[src/rtl/seq_divider.sv]
// seq_divider: restoring sequential divider, one quotient bit per cycle; define SEQ_DIV_SIGNED_EN for two's-complement operands
module seq_divider #(
  parameter int WIDTH = 32
) (
  input  logic             i_clk,
  input  logic             i_rst,
  input  logic             i_start,
  input  logic [WIDTH-1:0] i_dividend,
  input  logic [WIDTH-1:0] i_divisor,
  output logic             o_busy,
  output logic             o_done,
  output logic [WIDTH-1:0] o_quotient,
  output logic [WIDTH-1:0] o_remainder,
  output logic             o_div_by_zero
);
  localparam int CW = $clog2(WIDTH);
  typedef enum logic [1:0] {IDLE, CALC, FIX, DONE} state_t;
  state_t r_state, w_next;
  logic [CW-1:0] r_cnt;
  logic [WIDTH-1:0] r_rem, r_quo, r_dvs;
  logic r_dz;
  logic [WIDTH:0] w_shift, w_trial;
  logic [WIDTH-1:0] w_a_mag, w_b_mag, w_fix_q, w_fix_r;
  logic w_accept;
  assign w_accept = (r_state == IDLE) && i_start;
  assign w_shift = {r_rem, r_quo[WIDTH-1]};
  assign w_trial = w_shift - {1'b0, r_dvs};
  assign o_busy = r_state != IDLE;
`ifdef SEQ_DIV_SIGNED_EN
  logic r_a_neg, r_b_neg;
  assign w_a_mag = i_dividend[WIDTH-1] ? -i_dividend : i_dividend;
  assign w_b_mag = i_divisor[WIDTH-1] ? -i_divisor : i_divisor;
  assign w_fix_q = r_dz ? '1 : ((r_a_neg ^ r_b_neg) ? -r_quo : r_quo);
  assign w_fix_r = r_dz ? (r_a_neg ? -r_quo : r_quo) : (r_a_neg ? -r_rem : r_rem);
  // operand signs, kept for the sign correction after the magnitude divide
  always_ff @(posedge i_clk or posedge i_rst)
    if (i_rst) {r_a_neg, r_b_neg} <= 2'b00;
    else if (w_accept) {r_a_neg, r_b_neg} <= {i_dividend[WIDTH-1], i_divisor[WIDTH-1]};
`else
  assign w_a_mag = i_dividend;
  assign w_b_mag = i_divisor;
  assign w_fix_q = r_dz ? '1 : r_quo;
  assign w_fix_r = r_dz ? r_quo : r_rem;
`endif
  // state register
  always_ff @(posedge i_clk or posedge i_rst)
    if (i_rst) r_state <= IDLE;
    else r_state <= w_next;
  // next state; a zero divisor skips the iterations entirely
  always_comb begin
    w_next = r_state;
    case (r_state)
      IDLE: w_next = i_start ? ((i_divisor == '0) ? FIX : CALC) : IDLE;
      CALC: w_next = (r_cnt == CW'(WIDTH - 1)) ? FIX : CALC;
      FIX:  w_next = DONE;
      DONE: w_next = IDLE;
      default: w_next = IDLE;
    endcase
  end
  // datapath: quotient register starts as the dividend magnitude and fills with quotient bits
  always_ff @(posedge i_clk or posedge i_rst)
    if (i_rst) begin
      r_rem <= '0;
      r_quo <= '0;
      r_dvs <= '0;
      r_cnt <= '0;
      r_dz <= 1'b0;
      o_quotient <= '0;
      o_remainder <= '0;
      o_div_by_zero <= 1'b0;
      o_done <= 1'b0;
    end else begin
      o_done <= r_state == DONE;
      if (w_accept) begin
        r_rem <= '0;
        r_quo <= w_a_mag;
        r_dvs <= w_b_mag;
        r_cnt <= '0;
        r_dz <= i_divisor == '0;
      end
      if (r_state == CALC) begin
        r_rem <= w_trial[WIDTH] ? w_shift[WIDTH-1:0] : w_trial[WIDTH-1:0];
        r_quo <= {r_quo[WIDTH-2:0], ~w_trial[WIDTH]};
        r_cnt <= r_cnt + 1'b1;
      end
      if (r_state == FIX) begin
        o_quotient <= w_fix_q;
        o_remainder <= w_fix_r;
        o_div_by_zero <= r_dz;
      end
    end
endmodule

[config.mk]
export PLATFORM = sky130hd
export DESIGN_NAME = seq_divider
export DESIGN_NICKNAME = d
export VERILOG_FILES = /design/src/rtl/seq_divider.sv
export SDC_FILE = /design/constraint.sdc
export NUM_CORES = 1
export LEC_CHECK = 0
export CAP_MARGIN = 40
export CORE_UTILIZATION = 30
export CTS_BUF_LIST = sky130_fd_sc_hd__clkbuf_4 sky130_fd_sc_hd__clkbuf_8
export DETAILED_ROUTE_END_ITERATION = 16
export PLACE_DENSITY = 0.58
export SYNTH_ARGS = -nofsm -noshare
export SYNTH_HDL_FRONTEND = slang
export SYNTH_SLANG_ARGS = --single-unit
[constraint.sdc]
create_clock -name i_clk -period 16.6 [get_ports i_clk]
set_input_delay 3.32 -clock i_clk [delete_from_list [all_inputs] [get_ports i_clk]]
set_output_delay 3.32 -clock i_clk [all_outputs]
set_load 0.02 [all_outputs]
==> impl_table.tex, run 1 <==
\begin{tabular}{lr}
\hline
Metric & Value \\
\hline
\multicolumn{2}{l}{\textbf{Outcome}} \\
\quad Run status & finished, final reports clean \\
\multicolumn{2}{l}{\textbf{Synth}} \\
\quad Proportion of synthesized area in mux cells & 5.756\% \\
\quad Yosys warning total & 0 \\
\quad Dominant combinational cell family by area after synthesis & compound AO/OA/AOI/OAI gates \\
\quad Fraction of the mapped netlist area in compound gates & 18.56\% \\
\quad Prevailing post-synth register cell & sky130\_fd\_sc\_hd\_\_dfrtp\_1 \\
\quad Share of the synthesized netlist area taken by xor and xnor gates & 2.549\% \\
\quad Post-Synthesis Cells & 990 \\
\quad Yosys reg bits & 170 \\
\quad Total nets after synthesis & 1092 \\
\quad Library cells used by synthesis & 52 \\
\quad Syn Std Cell Area & 8934 µm² \\
\quad Number of synthesized flops with an enable pin & 0 \\
\quad Share of synthesized area occupied by flip-flops and latches & 47.62\% \\
\quad Adder-cell area share of the yosys netlist & 4.986\% \\
\quad Post-synthesis share of cell area spent on and, or, nand and nor gates & 16.02\% \\
\quad Synthesized area per cell & 9.024 µm² \\
\quad Fraction of registers with async set or reset after synthesis & 100.0\% \\
\multicolumn{2}{l}{\textbf{Global routing}} \\
\quad Met1 Use GR & 25.63\% \\
\quad Layer with the highest usage after global routing & met1 \\
\quad Global-route wire length before repair & 39160 µm \\
\quad Vias in the first global route & 6978 \\
\quad Maximum number of pins on one net before global-route repair & 95 \\
\quad Antenna violations before repair & 0 \\
\quad Global route overflow & 0 \\
\quad Global-route usage over all layers & 16.28\% \\
\quad GR met2 Demand/Resource & 22.16\% \\
\quad Global-route track usage on met3 & 3.390\% \\
\multicolumn{2}{l}{\textbf{Clocking}} \\
\quad TritonCTS clock tree & done \\
\quad Number of instances resized during post-cts repair & 0 \\
\quad Clock root buffer & sky130\_fd\_sc\_hd\_\_clkbuf\_8 \\
\quad Sink Count & 170 \\
\quad Clock insertion delay at the later pin of the skew report & 0.47 ns \\
\quad Clock tree buffer depth & 2 \\
\quad Number of H-tree branching levels & 4 \\
\quad \# hold bufs at CTS & 0 \\
\quad Clock buffer count from CTS & 17 \\
\quad Setup Buffers After CTS & 0 \\
\quad Clk slew on worst S/H paths & 0.11 ns \\
\multicolumn{2}{l}{\textbf{Routing}} \\
\quad Number of detailed-routing iterations run before antenna repair & 5 \\
\quad Routed Wire Length & 24230 µm \\
\quad Post-detailed-route wirelength per cell & 16.25 µm \\
\quad DR iter-0 viols & 529 \\
\quad Count of vias placed by the detailed router & 7292 \\
\quad Number of nets still failing antenna checks after routing & 0 \\
\quad Number of DRC violations after detailed routing & 0 \\
\quad Detail-routed via count per cell & 4.891 \\
\multicolumn{2}{l}{\textbf{Place}} \\
\quad Hpwl dp & 17950 µm \\
\quad Number of input and output port buffers inserted & 133 \\
\quad Cell area after placement & 10660 µm² \\
\quad Number of placed cells counting well taps & 1459 \\
\quad GPL Wtd Cong & 0.8445 \\
\multicolumn{2}{l}{\textbf{STA}} \\
\quad Maximum clock frequency & 189.6 MHz \\
\quad RSZ-0062 raised after global routing & false \\
\quad Shortest period the worst path allows & 5.274 ns \\
\quad Number of setup violations in the final report & 0 \\
\quad Final critical-path share of the clock period & 31.77\% \\
\quad Worst slew slack as a fraction of its limit & 50.34\% \\
\quad Clock Skews & 0.01759 ns \\
\quad Fin Setup TNS & 0 ns \\
\quad Slew Viols, Final & 0 \\
\quad Endpoints failing hold & 0 \\
\quad Actual transition at the worst max-transition pin & 0.7430 ns \\
\multicolumn{2}{l}{\textbf{Setup path}} \\
\quad Biggest fanout along the worst timing path & 5 \\
\quad Crit path launch type & register \\
\quad Critical path type & reg2out \\
\quad Arrival time at the worst endpoint & 1.95 ns \\
\quad Element type at the critical path end & output port \\
\quad Required arrival time at the worst endpoint & 13.28 ns \\
\multicolumn{2}{l}{\textbf{Floorplanning}} \\
\quad Top-Level Pins & 134 \\
\quad Die X-Extent & 174.6 µm \\
\quad Y dimension of the die & 174.6 µm \\
\quad Site row count & 62 \\
\quad Starting utilization of the core area & 30.79\% \\
\quad Area of the core region & 29010 µm² \\
\quad Die area & 30470 µm² \\
\multicolumn{2}{l}{\textbf{Layout}} \\
\quad NumNets Final & 1196 \\
\quad Post-synthesis to final-layout area growth & 23.64\% \\
\quad Antenna cell count & 0 \\
\quad Fraction of layout cells with a size suffix above 1 & 5.420\% \\
\quad Most common library cell in the layout ignoring fill and taps & sky130\_fd\_sc\_hd\_\_dfrtp\_1 \\
\quad Count of non-filler cells in the finished layout & 1491 \\
\quad Most used cells in the layout excluding fill and tap cells & 169 x sky130\_fd\_sc\_hd\_\_dfrtp\_1, 149 x sky130\_fd\_sc\_hd\_\_nand2\_1, 133 x sky130\_fd\_sc\_hd\_\_clkdlybuf4s50\_1 \\
\quad Post-route cell area & 11050 µm² \\
\multicolumn{2}{l}{\textbf{Power}} \\
\quad Fraction of power consumed by combinational cells & 57.6\% \\
\quad Overall power of the completed layout & 0.002371 W \\
\quad Net switching power & 0.001110 W \\
\quad Sequential share of power & 30.2\% \\
\quad Peak supply drop & 0.07460 mV \\
\quad Switching portion of total power & 46.84\% \\
\quad Relative contribution of the clock network to total power & 12.2\% \\
\quad Internal portion of total power & 0.001260 W \\
\quad LEAKAGE & 4.658 nW \\
\quad Cell Pwr Density & 214.6 nW/µm² \\
\multicolumn{2}{l}{\textbf{Min path}} \\
\quad Path category of the worst min-delay check & reg2reg \\
\multicolumn{2}{l}{\textbf{Job}} \\
\quad Max Cap Viol & 0 \\
\hline
\end{tabular}
## final timing paths
kind | startpoint | to | slack [ns] | cells after the start
setup / recovery | r_state[1] | o_busy | 11.33 | 3
hold / removal | o_quotient[21] | o_quotient[21] | 0.49 | 2
setup reg to reg | r_quo[31] | r_rem[31] | 12.50 | 12
hold reg to reg | o_quotient[21] | o_quotient[21] | 0.49 | 2
max in group asynchronous | i_rst | r_rem[4] | 12.25 | 4
min in group asynchronous | i_rst | o_quotient[5] | 3.26 | 2
## critical path: stages, from the launching register on
cell                              delay [ns]
sky130_fd_sc_hd__dfrtp_1                0.45
sky130_fd_sc_hd__nor2_1                 0.43
sky130_fd_sc_hd__inv_1                  0.07
sky130_fd_sc_hd__clkdlybuf4s50_1        0.55
## stage by stage
stage | hold slack (ns) | utilization (%) | worst slack [ns]
CTS | 0.4918 | 38.07 | 11.28
finish | 0.4874 | 38.07 | 11.33
detailed placement | 0.4698 | 36.75 | 11.16
global placement | 0.4625 | 36.40 | 11.07
global route | 0.5204 | 38.07 | 11.21
floorplan | 0.4494 | - | 8.677
## sequential cells by signal, indices dropped and copies added (netlist names), 2 cells and up
| register | count |
|---|---|
| r_quo | 32 |
| r_rem | 32 |
| o_quotient | 32 |
| r_dvs | 32 |
| r_cnt | 5 |
| o_remainder | 32 |
| r_state | 2 |
## layer usage
metal | routed length [µm] | vias up
met3 | 1477 | 24
met2 | 9546 | 214
met5 | 0 | -
met4 | 313 | 0
li1 | - | 3677
met1 | 12890 | 3377
## power by group through the flow
stage / logic (W) / registers (W) / clock network [W]
3_3_place_gp: 0.00134 / 0.000722 / 0
4_1_cts: 0.00136 / 0.000715 / 0.000296
2_1_floorplan: 0.00105 / 0.000688 / 0
3_5_place_dp: 0.00136 / 0.000724 / 0
5_1_grt: 0.00153 / 0.000738 / 0.000312
6_report: 0.00137 / 0.000717 / 0.000288
## layout make-up
cell class / instances / area (µm²)
Tap cell: 384 / 480.5
Multi-Input combinational cell: 721 / 4293
Fill cell: 2982 / 17970
Sequential cell: 170 / 4255
Clock buffer: 17 / 234.0
Clock inverter: 15 / 148.9
Timing Repair Buffer: 144 / 1479
Inverter: 40 / 155.1
## logic make-up after synthesis
group | after synthesis
buf+inv | 99
simple gates | 332
compound gates | 277
fa+ha+maj | 35
xor+xnor | 26
mux | 51
flops | 170
## cells in the mapped netlist (3+ instances only)
cell	instances	area share [%]
sky130_fd_sc_hd__a22oi_1	12	1.0
sky130_fd_sc_hd__inv_1	40	1.7
sky130_fd_sc_hd__o31a_1	5	0.49
sky130_fd_sc_hd__o31ai_1	3	0.25
sky130_fd_sc_hd__o21ai_1	17	0.95
sky130_fd_sc_hd__o21bai_1	5	0.42
sky130_fd_sc_hd__xor2_1	8	0.78
sky130_fd_sc_hd__a21oi_1	42	2.4
sky130_fd_sc_hd__dfrtp_1	170	48
sky130_fd_sc_hd__nor4_1	9	0.63
sky130_fd_sc_hd__o21a_1	7	0.59
sky130_fd_sc_hd__xnor2_1	18	1.8
sky130_fd_sc_hd__a31oi_1	3	0.21
sky130_fd_sc_hd__and3_1	4	0.28
sky130_fd_sc_hd__clkbuf_1	47	2.0
sky130_fd_sc_hd__and2_1	4	0.28
sky130_fd_sc_hd__o211ai_1	10	0.84
sky130_fd_sc_hd__nor2_1	94	3.9
sky130_fd_sc_hd__nand2b_1	3	0.21
sky130_fd_sc_hd__buf_6	4	0.50
sky130_fd_sc_hd__mux2i_1	48	5.4
sky130_fd_sc_hd__or3_1	3	0.21
sky130_fd_sc_hd__nand4_1	13	0.91
sky130_fd_sc_hd__o21ai_0	119	6.7
sky130_fd_sc_hd__ha_1	34	4.8
sky130_fd_sc_hd__a21o_1	12	1.0
sky130_fd_sc_hd__nand2_1	150	6.3
sky130_fd_sc_hd__a211oi_1	6	0.50
sky130_fd_sc_hd__nand3_1	36	2.0
sky130_fd_sc_hd__buf_1	7	0.29
sky130_fd_sc_hd__o22ai_1	21	1.5
sky130_fd_sc_hd__nor3_1	6	0.34
sky130_fd_sc_hd__nor2b_1	5	0.35
sky130_fd_sc_hd__mux2_2	3	0.38
Note: power is estimated with default switching activity, not from simulation.
==> run 2, diff against run 1 <==
- PLACE_DENSITY: 0.58 -> 0.6
- clock period: 16.6 -> 4.2 ns (I/O delays scaled with it)
==> run 2 against run 1 <==
Global-route usage rose by 0.18 points. Clock power grew to 4.4 times the previous value. Largest power group unchanged. Clock skew decreased by 0.0041 ns. Non-clock buffer count down 1.
==> impl_table.tex, run 2 (synthesis results as in run 1) <==
\begin{tabular}{lr}
\hline
Metric & Value \\
\hline
\multicolumn{2}{l}{\textbf{Clocking}} \\
\quad TritonCTS clock tree & done \\
\quad Clock root buffer & sky130\_fd\_sc\_hd\_\_clkbuf\_8 \\
\quad \# hold bufs at CTS & 0 \\
\quad Sink Count & 170 \\
\quad Number of instances resized during post-cts repair & 0 \\
\quad Setup Buffers After CTS & 0 \\
\quad Number of H-tree branching levels & 4 \\
\quad Clock buffer count from CTS & 17 \\
\quad Clock tree buffer depth & 2 \\
\quad Clk slew on worst S/H paths & 0.09 ns \\
\quad Clock insertion delay at the later pin of the skew report & 0.46 ns \\
\multicolumn{2}{l}{\textbf{Setup path}} \\
\quad Required arrival time at the worst endpoint & 4.54 ns \\
\quad Arrival time at the worst endpoint & 3.94 ns \\
\quad Series of cell instances along the critical path & inv\_1 -> ha\_1 -> inv\_1 -> fa\_1 -> a21o\_1 -> a221oi\_2 -> and4bb\_1 -> or3\_1 -> a22oi\_4 -> nand2\_1 -> nor4b\_1 -> o21ai\_1 \\
\quad Element type at the critical path end & register \\
\quad Total buffers and inverters traversed by the critical path & 2 \\
\quad Library cell appearing most often on the critical path & sky130\_fd\_sc\_hd\_\_inv\_1 \\
\quad Maximum cell stage delay along the critical path & 0.44 ns \\
\quad Critical path type & reg2reg \\
\quad Dominant delay contributor by cell family on the critical path & simple AND/OR/NAND/NOR gates \\
\quad Biggest fanout along the worst timing path & 14 \\
\quad Crit path launch type & register \\
\quad Cell with the largest stage delay on the worst path & sky130\_fd\_sc\_hd\_\_or3\_1 \\
\multicolumn{2}{l}{\textbf{Power}} \\
\quad Switching portion of total power & 46.34\% \\
\quad Overall power of the completed layout & 0.009594 W \\
\quad Relative contribution of the clock network to total power & 13.3\% \\
\quad Peak supply drop & 0.3648 mV \\
\quad Fraction of power consumed by combinational cells & 57.0\% \\
\quad LEAKAGE & 4.666 nW \\
\quad Cell Pwr Density & 868.4 nW/µm² \\
\quad Sequential share of power & 29.6\% \\
\quad Net switching power & 0.004446 W \\
\quad Internal portion of total power & 0.005148 W \\
\multicolumn{2}{l}{\textbf{Floorplanning}} \\
\quad Y dimension of the die & 174.6 µm \\
\quad Area of the core region & 29010 µm² \\
\quad Site row count & 62 \\
\quad Starting utilization of the core area & 30.79\% \\
\quad Top-Level Pins & 134 \\
\quad Die area & 30470 µm² \\
\quad Die X-Extent & 174.6 µm \\
\multicolumn{2}{l}{\textbf{Routing}} \\
\quad Number of nets still failing antenna checks after routing & 0 \\
\quad Number of DRC violations after detailed routing & 0 \\
\quad Routed Wire Length & 24800 µm \\
\quad Detail-routed via count per cell & 5.002 \\
\quad Number of detailed-routing iterations run before antenna repair & 5 \\
\quad DR iter-0 viols & 555 \\
\quad Post-detailed-route wirelength per cell & 16.64 µm \\
\quad Count of vias placed by the detailed router & 7453 \\
\multicolumn{2}{l}{\textbf{STA}} \\
\quad Actual transition at the worst max-transition pin & 0.8315 ns \\
\quad Number of setup violations in the final report & 0 \\
\quad RSZ-0062 raised after global routing & false \\
\quad Worst slew slack as a fraction of its limit & 44.43\% \\
\quad Fin Setup TNS & 0 ns \\
\quad Slew Viols, Final & 0 \\
\quad Maximum clock frequency & 277.5 MHz \\
\quad Shortest period the worst path allows & 3.604 ns \\
\quad Endpoints failing hold & 0 \\
\quad Clock Skews & 0.01351 ns \\
\quad Final critical-path share of the clock period & 85.80\% \\
\multicolumn{2}{l}{\textbf{Layout}} \\
\quad Antenna cell count & 0 \\
\quad NumNets Final & 1195 \\
\quad Fraction of layout cells with a size suffix above 1 & 5.335\% \\
\quad Post-route cell area & 11050 µm² \\
\quad FILL cells & 2978 \\
\quad Final core utilization & 38.08\% \\
\quad Most common library cell in the layout ignoring fill and taps & sky130\_fd\_sc\_hd\_\_dfrtp\_1 \\
\quad Count of non-filler cells in the finished layout & 1490 \\
\quad Most used cells in the layout excluding fill and tap cells & 169 x sky130\_fd\_sc\_hd\_\_dfrtp\_1, 149 x sky130\_fd\_sc\_hd\_\_nand2\_1, 133 x sky130\_fd\_sc\_hd\_\_clkdlybuf4s50\_1 \\
\quad Post-synthesis to final-layout area growth & 23.67\% \\
\multicolumn{2}{l}{\textbf{Place}} \\
\quad Hpwl dp & 17990 µm \\
\quad Number of placed cells counting well taps & 1458 \\
\quad Cell area after placement & 10630 µm² \\
\quad GPL Wtd Cong & 0.8762 \\
\quad Number of input and output port buffers inserted & 133 \\
\multicolumn{2}{l}{\textbf{Global routing}} \\
\quad Vias in the first global route & 6999 \\
\quad Global-route wire length before repair & 39440 µm \\
\quad Global route overflow & 0 \\
\quad Antenna violations before repair & 0 \\
\quad Global-route usage over all layers & 16.46\% \\
\quad Maximum number of pins on one net before global-route repair & 80 \\
\multicolumn{2}{l}{\textbf{Job}} \\
\quad Max Cap Viol & 0 \\
\multicolumn{2}{l}{\textbf{Min path}} \\
\quad Path category of the worst min-delay check & reg2reg \\
\multicolumn{2}{l}{\textbf{Outcome}} \\
\quad Run status & finished, final reports clean \\
\hline
\end{tabular}
run 2: per-layer routing:
metal	track usage, %	share of wire, %	vias up
met5	0	0	-
met3	3.018	5.3	16
li1	-	-	3684
met1	25.61	53	3538
met4	3.551	0.85	0
met2	23.36	41	215
run 2: power groups by stage:
stage               registers (W)  clock network, W  logic (W)
detailed placement        0.00287                 0    0.00540
global placement          0.00285                 0    0.00531
finish                    0.00284           0.00128    0.00547
global route              0.00292           0.00137    0.00608
floorplan                 0.00272                 0    0.00416
CTS                       0.00284           0.00131    0.00544
run 2: metrics by stage:
stage	setup slack [ns]	hold WS (ns)
2_1_floorplan	0.9049	0.4494
3_3_place_gp	0.6727	0.4627
3_5_place_dp	0.5805	0.4725
4_1_cts	0.5789	0.4924
5_1_grt	0.3466	0.5101
6_report	0.5965	0.4870
run 2: cell type report:
cell class | instances | area [µm²] | share of cell area, %
Multi-Input combinational cell | 721 | 4293 | 38.86
Sequential cell | 170 | 4255 | 38.52
Timing Repair Buffer | 143 | 1444 | 13.07
Tap cell | 384 | 480.5 | 4.349
Clock buffer | 18 | 241.5 | 2.186
Clock inverter | 14 | 180.2 | 1.631
Inverter | 40 | 153.9 | 1.393
run 2: tightest hold or removal path: stages (launching register included):
cell and delay, ns:
sky130_fd_sc_hd__dfrtp_1 0.35, sky130_fd_sc_hd__nand2_1 0.05, sky130_fd_sc_hd__o21ai_0 0.06
run 2: final timing paths:
check                                start              end  slack (ns)  cells after the start
min                        o_remainder[18]  o_remainder[18]        0.49                      2
min in group asynchronous            i_rst    o_quotient[3]        0.74                      2
max                              r_quo[31]        r_rem[31]        0.60                     12
max reg2reg                      r_quo[31]        r_rem[31]        0.60                     12
max in group asynchronous            i_rst             r_dz        2.68                      3
min reg2reg                o_remainder[18]  o_remainder[18]        0.49                      2
